$ cat src/rtl/oric_tape_player.sv
// Oric cassette transmitter: serialises TAP bytes into the fast tape waveform.
// Each bit is a high half-period followed by one (bit 1) or two (bit 0) low halves.
module oric_tape_player #(
   parameter int HALF_CYC  = 4992,
   parameter int STOP_BITS = 4
) (
   input  logic        clk_sys,
   input  logic        reset,
   input  logic        motor,
   input  logic        byte_valid,
   input  logic [7:0]  byte_data,
   output logic        byte_ready,
   output logic        tape_out,
   output logic        busy,
   output logic [15:0] bytes_sent
);

   localparam int CW = $clog2(3 * HALF_CYC + 1);

   localparam logic [CW-1:0] H_END  = CW'(HALF_CYC);
   localparam logic [CW-1:0] END_1  = CW'(2 * HALF_CYC - 1);
   localparam logic [CW-1:0] END_0  = CW'(3 * HALF_CYC - 1);
   localparam logic [3:0]    S_LAST = 4'(STOP_BITS - 1);

   typedef enum logic [2:0] {
      IDLE,
      START,
      DATA,
      PARITY,
      STOP
   } state_t;

   state_t         state_q, state_d;
   logic [CW-1:0]  cnt_q, cnt_d;
   logic [2:0]     idx_q, idx_d;
   logic [3:0]     stop_q, stop_d;
   logic [8:0]     sr_q, sr_d;
   logic [15:0]    sent_q;
   logic           tape_q, tape_d;
   logic           cur_bit;
   logic           bit_end;
   logic           accept;
   logic           done;

   assign byte_ready = (state_q == IDLE) & motor & ~reset;
   assign accept     = byte_valid & byte_ready;
   assign busy       = (state_q != IDLE);
   assign tape_out   = tape_q;
   assign bytes_sent = sent_q;

   // Value of the bit being sent decides how long its low phase lasts.
   always_comb begin
      cur_bit = sr_q[0];
      if (state_q == START) cur_bit = 1'b0;
      if (state_q == STOP)  cur_bit = 1'b1;
      bit_end = (cnt_q == (cur_bit ? END_1 : END_0));
   end

   // Next-state, datapath updates and the registered waveform level.
   always_comb begin
      state_d = state_q;
      cnt_d   = cnt_q + 1'b1;
      idx_d   = idx_q;
      stop_d  = stop_q;
      sr_d    = sr_q;
      done    = 1'b0;
      unique case (state_q)
         IDLE: begin
            cnt_d = '0;
            if (accept) begin
               state_d = START;
               sr_d    = {~^byte_data, byte_data};
            end
         end
         START: begin
            if (bit_end) begin
               state_d = DATA;
               cnt_d   = '0;
               idx_d   = '0;
            end
         end
         DATA: begin
            if (bit_end) begin
               cnt_d = '0;
               sr_d  = {1'b0, sr_q[8:1]};
               if (idx_q == 3'd7) state_d = PARITY;
               else               idx_d   = idx_q + 1'b1;
            end
         end
         PARITY: begin
            if (bit_end) begin
               state_d = STOP;
               cnt_d   = '0;
               stop_d  = '0;
            end
         end
         STOP: begin
            if (bit_end) begin
               cnt_d = '0;
               if (stop_q == S_LAST) begin
                  state_d = IDLE;
                  done    = 1'b1;
               end else begin
                  stop_d = stop_q + 1'b1;
               end
            end
         end
         default: state_d = IDLE;
      endcase
      tape_d = (state_d != IDLE) && (cnt_d < H_END);
   end

   // State and datapath registers; reset abandons any partial frame.
   always_ff @(posedge clk_sys) begin
      if (reset) begin
         state_q <= IDLE;
         cnt_q   <= '0;
         idx_q   <= '0;
         stop_q  <= '0;
         sr_q    <= '0;
         sent_q  <= '0;
         tape_q  <= 1'b0;
      end else begin
         state_q <= state_d;
         cnt_q   <= cnt_d;
         idx_q   <= idx_d;
         stop_q  <= stop_d;
         sr_q    <= sr_d;
         tape_q  <= tape_d;
         if (done) sent_q <= sent_q + 16'd1;
      end
   end

endmodule

$ cat config.mk
export PLATFORM = sky130hd
export DESIGN_NAME = oric_tape_player
export DESIGN_NICKNAME = d
export VERILOG_FILES = /design/src/rtl/oric_tape_player.sv
export SDC_FILE = /design/constraint.sdc
export NUM_CORES = 1
export LEC_CHECK = 0
export ABC_CLOCK_PERIOD_IN_PS = 4040
export CORE_AREA = 2 2 96 71
export DETAILED_ROUTE_END_ITERATION = 12
export DIE_AREA = 0 0 98 73
export GPL_TIMING_DRIVEN = 0
export PLACE_DENSITY_LB_ADDON = 0.2
export RECOVER_POWER = 100
export SKIP_CTS_REPAIR_TIMING = 1
export SYNTH_ARGS = -nofsm -noshare
export SYNTH_HDL_FRONTEND = slang
export SYNTH_SLANG_ARGS = --single-unit
$ cat constraint.sdc
create_clock -name clk_sys -period 4.04 [get_ports clk_sys]
set_clock_uncertainty 0.1 [all_clocks]
set_input_delay 0.404 -clock clk_sys [delete_from_list [all_inputs] [get_ports clk_sys]]
set_output_delay 0.404 -clock clk_sys [all_outputs]
set_load 0.02 [all_outputs]
* Word level (Yosys, flattened, before mapping)
Cells that the tools add are included.
** Operators by class
- $add $sub $neg :: 4
- $lt $le $gt $ge :: 1
- Equal/unequal tests :: 14
- Mux-type cells :: 27
- Bitwise operators :: 4
- Reduce and logical (&&, ||, !) cells :: 12
** Operator list (count)
- $mux W3 :: 10
- $pmux W14 S2 :: 1
- $mux W9 :: 2
- $pmux W9 S2 :: 1
- $add A16 B1 Y16 const B :: 1
- $pmux W3 S5 :: 1
- $add A14 B1 Y14 const B :: 1
- $eq A14 B14 Y1 :: 1
- $lt A14 B13 Y1 const B :: 1
- $mux W14 :: 1
- $ne A2 B2 Y1 const B :: 7
- $mux W13 :: 1
- $mux W4 :: 3
- $pmux W4 S2 :: 1
- $reduce_and A4 Y1 :: 2
- $reduce_xnor A8 Y1 :: 1
- $eq A3 B2 Y1 const B :: 2
- $eq A3 B3 Y1 const B :: 2
- $pmux W3 S2 :: 1
- $reduce_bool A2 Y1 :: 3
- $reduce_bool A3 Y1 :: 2
- $mux W1 :: 5
- $add A4 B1 Y4 const B :: 1
- $eq A4 B2 Y1 const B :: 1
- 8 further kinds :: 10
** Storage, ports and cells
- Register bits after elaboration :: 50
- Input port bits :: 12
- Output and inout bits :: 19
- Word-level logic and storage cells :: 69

* Logic depth before layout (Yosys ltp)
Gate-level depths: netlist of run 1.
- Word-level depth :: 9
- Depth in mapped cells :: 11
- Mapped depth without buffers :: 9

* Worst setup path after synthesis of run 1
Ideal clock, no wire load.
- Kind :: register to register
- From :: register cnt_q[0]
- To :: register idx_q[0]
- Setup time :: 0.128 ns
- Arrival :: 1.912 ns
- Required time :: 3.812 ns
- Setup slack :: 1.901 ns
- Stages on the path, launching flop included :: 10
- Buffers on the path :: 2
- Clock period less this slack :: 2.139 ns
- Cell sequence :: dfxtp_1 -> ha_1 -> nand3_2 -> buf_6 -> nor4_4 -> mux2i_4 -> buf_6 -> a211o_1 -> mux2i_1 -> nor2_1
** Between the ends
- Word-level cells in the longest chain between the ends :: 3
- Elaborated cells on any way between the ends :: 4
- Those cells by class :: eq/ne (3); reduce/logical (1)
** Ends and longest elaborated chain
- start: declaration :: line 34 : logic [CW-1:0] cnt_q, cnt_d;
- start signal: assignment :: line 125 : cnt_q <= cnt_d;
- $eq A14 B14 Y1 (*) :: line 56 : bit_end = (cnt_q == (cur_bit ? END_1 : END_0));
- $ne A2 B2 Y1 (no line)
- $reduce_and A4 Y1 (no line) (*)
- end signal: assignment :: line 126 : idx_q <= idx_d;
- end: declaration :: line 35 : logic [2:0] idx_q, idx_d;
Mark *: on every way between the ends. The rest lies on a longest branch, timed or not.
A chain may end at the register's enable or synchronous reset.

* Worst setup path after layout of run 1
- From :: register cnt_q[0]
- To :: register sr_q[7]
** Between the ends
- Word-level cells in the longest chain between the ends :: 3
** Ends and longest elaborated chain
- $eq A14 B14 Y1 :: line 56
- $ne A2 B2 Y1 (no line)
- $reduce_and A3 Y1 (no line)
- end signal: assignment :: line 128 : sr_q <= sr_d;
- end: declaration :: line 37 : logic [8:0] sr_q, sr_d;
No other way between the ends.

==> flow_metrics.py, run 1 <==
metrics = {
    "run_status": {
        "outcome": "completed",
    },
    "die": {
        "die_h_um": 73,
        "core_um2": 6350,
        "io_pins": 31,
        "die_w_um": 98,
        "start_util_pct": 42.88,
        "dieArea_um2": 7154,
        "core.rowCount": 25,
    },
    "job": {
        "maxCapViolCount": 0,
    },
    "global_routing": {
        "grt_overflow": 0,
        "grt_pass1_wl_um": 9459,
        "antenna_found_initial": 0,
        "track_usage_pct": 16.23,
        "grt_max_degree": 17,
        "grt_pass1_vias": 1923,
    },
    "logic_synthesis": {
        "syn_inst": 301,
        "synth_cell_type_count": 50,
        "ys_warn_count": 0,
        "synth_area_um2": 2723,
        "syn_avg_cell_area_um2": 9.045,
        "synth_area_leaders": "dfxtp_1 37%, xnor2_1 8.7%, nor2_1 7.9%, mux2i_1 5.1%, a211oi_1 3.0%",
        "synth_area_leader_cell": "dfxtp_1",
        "ys_ff_latch": 50,
        "syn_nets": 318,
        "ys_seq_area_share_pct": 36.76,
        "synth_top_area_share_pct": 36.76,
    },
    "drt": {
        "drt.antenna.violating_nets": 0,
        "drc_errors": 0,
        "top_layer": "met4",
        "wl_met3_um": 219,
        "routed-via-count": 2167,
        "totalWireLength_um": 5454,
        "m1WireLength_um": 2939,
        "drtPass1Iterations": 4,
        "drtIter0Drc": 93,
        "vias_per_cell": 5.160,
        "wl_per_cell_um": 12.99,
        "met2_length_um": 2258,
    },
    "pwr": {
        "switchingPower_w": 0.0002105,
        "p_leak_nw": 1.243,
        "pwr-share-clk_pct": 34.3,
        "total_power_w": 0.0008627,
        "power_frac_seq_pct": 58.3,
        "switching_share_pct": 24.40,
        "power_frac_comb_pct": 7.4,
        "ir_drop_v": 0.0002044,
        "powerDensity_nw_per_um2": 276.6,
        "p_int_w": 0.0006523,
    },
    "setup_path": {
        "cp_max_fo": 10,
        "end_kind": "register",
        "cp.required_ps": 4160,
        "arrival_ps": 3060,
        "crit_type": "reg2reg",
        "start_kind": "register",
    },
    "finish": {
        "nFillCells": 645,
        "area_delta_synth_final_pct": 14.57,
        "fin_area_um2": 3119,
        "final_common_cell": "nor2_1",
        "layout_common_cells": "57 x nor2_1, 50 x dfxtp_1, 27 x xnor2_1",
        "insertedDiodeCount": 0,
        "fin_nets": 355,
        "final_core_util_pct": 49.12,
        "drive_gt1_share_pct": 6.490,
    },
    "clocking": {
        "cts_max_path_buffers": 2,
        "clk_latency_ps": 310,
        "cts_root_buf": "clkbuf_8",
        "cts_tree": "yes",
        "cts_sinks": 50,
        "htreeDepth": 2,
        "numCtsBuffers": 5,
        "path_clk_slew_ps": 100,
    },
    "place": {
        "dpl.hpwl_um": 4007,
        "gp_congestion": 0.8189,
        "placed_area_um2": 3124,
        "port_buffers": 30,
    },
    "sta": {
        "post-route-period-util_pct": 72.94,
        "holdWs_ps": 383.5,
        "worstMarginPinSlew_ps": 903.1,
        "setup_viol": 0,
        "post-route-min-period_ps": 2947,
        "max_slew_margin_pct": 39.15,
        "timing.fmax_mhz": 339.4,
        "slew_violations": 0,
        "setup_tns_ps": 0,
        "hold_viol": 0,
        "rsz0062_at_grt": "false",
    },
    "hold_path": {
        "hp-class": "reg2reg",
    },
}
## state kept, by name (all words and copies together) (netlist names)
signal and flops:
bytes_sent 16, cnt_q 14, idx_q 3, sr_q 9, state_q 3, stop_q 4, tape_out 1
## area by class of cell
cell class / instances / area (µm²) / area share, %
clock inverter: 3 / 21.27 / 0.6819
multi-input combinational: 227 / 1515 / 48.58
clock buffer: 5 / 68.82 / 2.206
buffer: 14 / 73.82 / 2.367
timing repair buffer: 30 / 300.3 / 9.627
tap: 81 / 101.3 / 3.249
sequential: 50 / 1001 / 32.09
inverter: 10 / 37.54 / 1.203
## metrics by stage
step / std cells / worst slack, ps
3_5_place_dp: 412 / 1657
2_1_floorplan: 301 / 1901
4_1_cts: 420 / 1472
5_1_grt: 420 / 719.8
6_report: 420 / 1093
3_3_place_gp: 412 / 1666
## path summary, 6_finish.rpt
kind | startpoint | end | slack (ps) | cells past startpoint
setup / recovery | cnt_q[0] | sr_q[7] | 1090 | 9
hold reg to reg | cnt_q[0] | cnt_q[0] | 380 | 1
setup reg to reg | cnt_q[0] | sr_q[7] | 1090 | 9
hold / removal | cnt_q[0] | cnt_q[0] | 380 | 1
## worst max-delay path, stage by stage, from the launching register on
cell	delay (ps)
dfxtp_1	400
ha_1	200
nand3_1	120
buf_6	170
nor4_4	250
mux2i_1	230
o21ai_0	780
buf_4	310
nor2_1	60
a211oi_1	240
## cell families after synthesis
family / Yosys count / share of synthesized area [%]
compound gates: 34 / 8.962
xor+xnor: 32 / 10.29
fa+ha+maj: 6 / 2.711
buf+inv: 24 / 4.457
flops: 50 / 36.76
mux: 18 / 7.215
simple gates: 137 / 29.60
## synth_stat cells (all sizes together)
cell and n:
nor2 58, dfxtp 50, xnor2 27, mux2i 15
nand2 13, nand3 12, a211oi 11, inv 10
o21ai 9, buf 8, nand4 8, nor4 8
a21oi 7, nor3 7, clkbuf 6, and3 5
ha 5, nor3b 5, xor2 5, nor4b 4
mux2 3, nor2b 3, or3 3, and2 2
nand2b 2, nand3b 2, nand4bb 2, o21bai 2
a211o 1, a21o 1, a22oi 1, a41oi 1
and4 1, and4b 1, maj3 1, o22a 1
or4 1
## metal layers
layer | vias up | GRT usage, %
met1 | 1001 | 25.13
met5 | - | 0
met4 | 0 | 3.241
met2 | 39 | 22.98
li1 | 1122 | -
met3 | 5 | 3.544
## power groups by stage
| stage | Combinational, W | Clock (W) | Sequential [W] |
|---|---|---|---|
| finish | 0.0000641 | 0.000296 | 0.000503 |
| global route | 0.0000713 | 0.000329 | 0.000504 |
| CTS | 0.0000673 | 0.000305 | 0.000503 |
| detailed placement | 0.0000670 | 0 | 0.000514 |
| global placement | 0.0000664 | 0 | 0.000514 |
| floorplan | 0.0000412 | 0 | 0.000514 |
No activity file was read; power rests on OpenSTA's default activity.
==> inputs of run 2 (changes only) <==
ABC_CLOCK_PERIOD_IN_PS = 2400   (was 4040)
clock period = 2.4 ns   (was 4.04 ns; I/O delays follow)
==> flow_metrics.py, run 2 (same netlist as run 1, synthesis figures left out) <==
metrics = {
    "finish": {
        "layout_common_cells": "56 x nor2_1, 48 x dfxtp_1, 27 x xnor2_1",
        "drive_gt1_share_pct": 13.53,
        "fin_area_um2": 3247,
        "insertedDiodeCount": 0,
        "area_delta_synth_final_pct": 19.26,
        "largest_reg_flops": 16,
        "final_core_util_pct": 51.13,
        "final_common_cell": "nor2_1",
        "nFillCells": 619,
        "fin_nets": 356,
    },
    "setup_path": {
        "critical_path_buf_inv_count": 4,
        "crit_type": "reg2out",
        "start_kind": "register",
        "arrival_ps": 1910,
        "cp_slowest_cell": "dlygate4sd3_1",
        "cp_cell_sequence": "buf_4, nor2_2, inv_1, nor2_1, inv_2, dlygate4sd3_1",
        "path_delay_family": "buffers and inverters",
        "end_kind": "output pin",
        "cp_max_fo": 10,
        "slowest_delay_ps": 650,
        "cp.required_ps": 2060,
        "r2r-start": "cnt_q[0]",
        "crit_start": "state_q[1]",
    },
    "die": {
        "core_um2": 6350,
        "io_pins": 31,
        "start_util_pct": 42.88,
        "die_h_um": 73,
        "core.rowCount": 25,
        "dieArea_um2": 7154,
        "die_w_um": 98,
    },
    "sta": {
        "setup_ws_ps": 153.8,
        "max_slew_margin_pct": 45.58,
        "post-route-min-period_ps": 2246,
        "hold_viol": 0,
        "timing.fmax_mhz": 445.2,
        "setup_viol": 0,
        "holdWs_ps": 345.3,
        "rsz0062_at_grt": "false",
        "worstMarginPinSlew_ps": 814.5,
        "slew_violations": 0,
        "post-route-period-util_pct": 93.59,
    },
    "drt": {
        "routed-via-count": 2169,
        "vias_per_cell": 5.152,
        "drtIter0Drc": 89,
        "totalWireLength_um": 5466,
        "drtPass1Iterations": 5,
        "wl_per_cell_um": 12.98,
        "drt.antenna.violating_nets": 0,
        "drc_errors": 0,
    },
    "place": {
        "gp_congestion": 0.8189,
        "dpl.hpwl_um": 4007,
        "port_buffers": 30,
        "placed_area_um2": 3124,
        "post-place-ws_ps": 17.15,
    },
    "clocking": {
        "cts_sinks": 50,
        "htreeDepth": 2,
        "cts_root_buf": "clkbuf_8",
        "cts_max_path_buffers": 2,
        "numCtsBuffers": 5,
        "clk_latency_ps": 300,
        "cts_tree": "yes",
        "path_clk_slew_ps": 100,
    },
    "global_routing": {
        "track_usage_pct": 16.23,
        "grt_pass1_wl_um": 9459,
        "grt_pass1_vias": 1923,
        "antenna_found_initial": 0,
        "grt_overflow": 0,
        "grt_max_degree": 17,
    },
    "hold_path": {
        "hp-class": "reg2reg",
        "hold_start": "cnt_q[0]",
    },
    "pwr": {
        "p_leak_nw": 1.253,
        "ir_drop_v": 0.0003470,
        "powerDensity_nw_per_um2": 447.6,
    },
    "job": {
        "maxCapViolCount": 0,
    },
    "run_status": {
        "outcome": "completed",
    },
}
## run 2: changes by cell type in the layout (fill, tap and decap cells not counted), moves of 3 or more
| cell | change |
|---|---|
| nor4b_2 | +4 |
| nor4b_1 | -4 |
| nor4_1 | -4 |
| buf_4 | +3 |
| nor4_2 | +4 |
## run 2: cell type report
class,count,area [µm²],area share (%)
multi-input cells,227,1627,50.10
flip-flops and latches,50,1003,30.91
repair buffers,32,305.3,9.403
well taps,81,101.3,3.121
plain buffers,13,82.58,2.543
clock buffers,5,68.82,2.119
inverters,10,37.54,1.156
clock inverters,3,21.27,0.6551
## run 2: power by group
group	switching (W)	internal, W	total, W
registers	0.00000665	0.000840	0.000846
clock network	0.000291	0.000205	0.000496
logic	0.0000563	0.0000545	0.000111
## run 2: final timing paths
kind                            endpoint  slack (ps)  cells after the start
worst max-delay path                busy         150                      6
worst min-delay path            cnt_q[0]         350                      1
worst max register to register  tape_out         160                      8
worst min register to register  cnt_q[0]         350                      1
## run 2: layer usage
metal | vias up | routed length, µm | track usage [%]
met4 | 0 | 37 | 3.241
met1 | 1007 | 2954 | 25.13
li1 | 1124 | - | -
met3 | 5 | 228 | 3.544
met2 | 33 | 2245 | 22.98
met5 | - | 0 | 0
## run 2: worst reg2reg max path, stage by stage (launching register included)
cell and delay [ps]:
dfxtp_2 370, ha_2 200, nand3_2 100, buf_6 160, nor3_1 340, nand4_1 140, a211oi_1 260, o21ai_0 170
a211oi_1 300
## run 2: per-stage QoR
step                      TNS (ps)  instances  total power, W
final                            0        421        0.001453
after global placement           0        412       0.0009775
after detailed placement         0        412       0.0009787
after global routing             0        421        0.001524
after floorplan                  0        301       0.0009352
after CTS                   -11.43        420        0.001474
==> inputs of run 3 (changes only) <==
TNS_END_PERCENT = 5   (was unset)
==> flow_metrics.py, run 3 (same netlist as run 1, synthesis figures left out) <==
metrics = {
    "finish": {
        "largest_reg_flops": 16,
        "final_common_cell": "nor2_1",
        "fin_nets": 357,
        "insertedDiodeCount": 0,
        "drive_gt1_share_pct": 12.90,
        "fin_area_um2": 3262,
        "layout_common_cells": "56 x nor2_1, 49 x dfxtp_1, 27 x xnor2_1",
        "area_delta_synth_final_pct": 19.81,
    },
    "setup_path": {
        "cp_slowest_cell": "dfxtp_1",
        "critical_path_buf_inv_count": 2,
        "cp_max_fo": 10,
        "crit_type": "reg2reg",
        "cp_cell_sequence": "ha_1, nand3_2, buf_6, nor4_4, mux2i_4, buf_6, a211o_1, mux2i_1, nor2_1",
        "start_kind": "register",
        "path_delay_family": "simple AND/OR/NAND/NOR gates",
        "end_kind": "register",
        "slowest_delay_ps": 370,
        "cp_common_cell": "buf_6",
        "arrival_ps": 2370,
        "cp.required_ps": 2490,
    },
    "pwr": {
        "power_frac_seq_pct": 58.1,
        "powerDensity_nw_per_um2": 446.8,
        "pwr-share-clk_pct": 34.1,
        "p_leak_nw": 1.277,
        "power_frac_comb_pct": 7.8,
        "switching_share_pct": 24.36,
        "switchingPower_w": 0.0003551,
        "ir_drop_v": 0.0003403,
        "p_int_w": 0.001102,
    },
    "clocking": {
        "cts_sinks": 50,
        "cts_root_buf": "clkbuf_8",
        "clk_latency_ps": 300,
        "cts_max_path_buffers": 2,
        "cts_tree": "yes",
        "numCtsBuffers": 5,
        "path_clk_slew_ps": 100,
        "htreeDepth": 2,
    },
    "sta": {
        "post-route-min-period_ps": 2286,
        "timing.fmax_mhz": 437.4,
        "setup_tns_ps": 0,
        "worstMarginPinSlew_ps": 831.2,
        "slew_violations": 0,
        "hold_viol": 0,
        "post-route-period-util_pct": 95.25,
        "setup_viol": 0,
        "rsz0062_at_grt": "true",
        "max_slew_margin_pct": 44.47,
    },
    "drt": {
        "routed-via-count": 2153,
        "vias_per_cell": 5.102,
        "drc_errors": 0,
        "drtIter0Drc": 87,
        "totalWireLength_um": 5482,
        "drt.antenna.violating_nets": 0,
        "wl_per_cell_um": 12.99,
        "drtPass1Iterations": 5,
    },
    "job": {
        "maxCapViolCount": 0,
    },
    "die": {
        "dieArea_um2": 7154,
        "start_util_pct": 42.88,
        "core.rowCount": 25,
        "io_pins": 31,
        "die_h_um": 73,
        "core_um2": 6350,
        "die_w_um": 98,
    },
    "global_routing": {
        "use_met2_pct": 22.98,
        "track_usage_pct": 16.23,
        "grt_max_degree": 17,
        "antenna_found_initial": 0,
        "grt_overflow": 0,
        "use_met3_pct": 3.544,
        "grt_pass1_vias": 1923,
        "gr-usage-met1_pct": 25.13,
        "grt_pass1_wl_um": 9459,
        "grt.busiest_layer": "met1",
    },
    "place": {
        "placed_area_um2": 3124,
        "gp_congestion": 0.8189,
        "dpl.hpwl_um": 4007,
        "port_buffers": 30,
    },
    "hold_path": {
        "hp-class": "reg2reg",
    },
    "run_status": {
        "outcome": "completed",
    },
}
## run 3: area by class of cell
| class | count | area, µm² |
|---|---|---|
| buffer | 14 | 87.58 |
| clock buffer | 5 | 68.82 |
| clock inverter | 3 | 21.27 |
| fill | 620 | 3088 |
| inverter | 10 | 37.54 |
| multi-input combinational | 227 | 1625 |
| sequential | 50 | 1002 |
| tap | 81 | 101.3 |
| timing repair buffer | 32 | 317.8 |
## run 3: worst paths after layout
path                            startpoint        to  slack (ps)  cells after the start
worst max register to register    cnt_q[1]  idx_q[2]         110                      9
worst max-delay path              cnt_q[1]  idx_q[2]         110                      9
worst min register to register    cnt_q[0]  cnt_q[0]         340                      1
worst min-delay path              cnt_q[0]  cnt_q[0]         340                      1
## run 3: power groups by stage
stage	Sequential [W]	Clock, W	Combinational (W)
finish	0.000847	0.000496	0.000114
global route	0.000848	0.000553	0.000127
CTS	0.000847	0.000514	0.000113
detailed placement	0.000866	0	0.000113
global placement	0.000866	0	0.000112
floorplan	0.000866	0	0.0000693
## run 3: layer usage
metal,part of all wire (%),vias up,wire [µm]
met4,0.67,0,37
met2,41,34,2254
li1,-,1123,-
met1,55,991,3016
met5,0,-,0
met3,3.2,5,173
## run 3: worst register-to-register path, stage by stage, from the launching register on
cell and delay [ps]:
dfxtp_1 370, ha_1 210, nand3_2 110, buf_6 160, nor4_4 310, mux2i_4 160
buf_6 200, a211o_1 350, mux2i_1 170, nor2_1 50
## run 3: per-stage QoR
stage	instances	setup slack, ps	utilization, %	hold slack, ps	total power, W
global route	422	-67.59	51.37	377.5	0.001528
floorplan	301	260.9	-	330.0	0.0009352
finish	422	114.0	51.37	342.2	0.001457
detailed placement	412	17.15	49.20	365.4	0.0009787
global placement	412	26.45	49.20	348.1	0.0009775
CTS	420	-6.076	50.62	389.3	0.001474
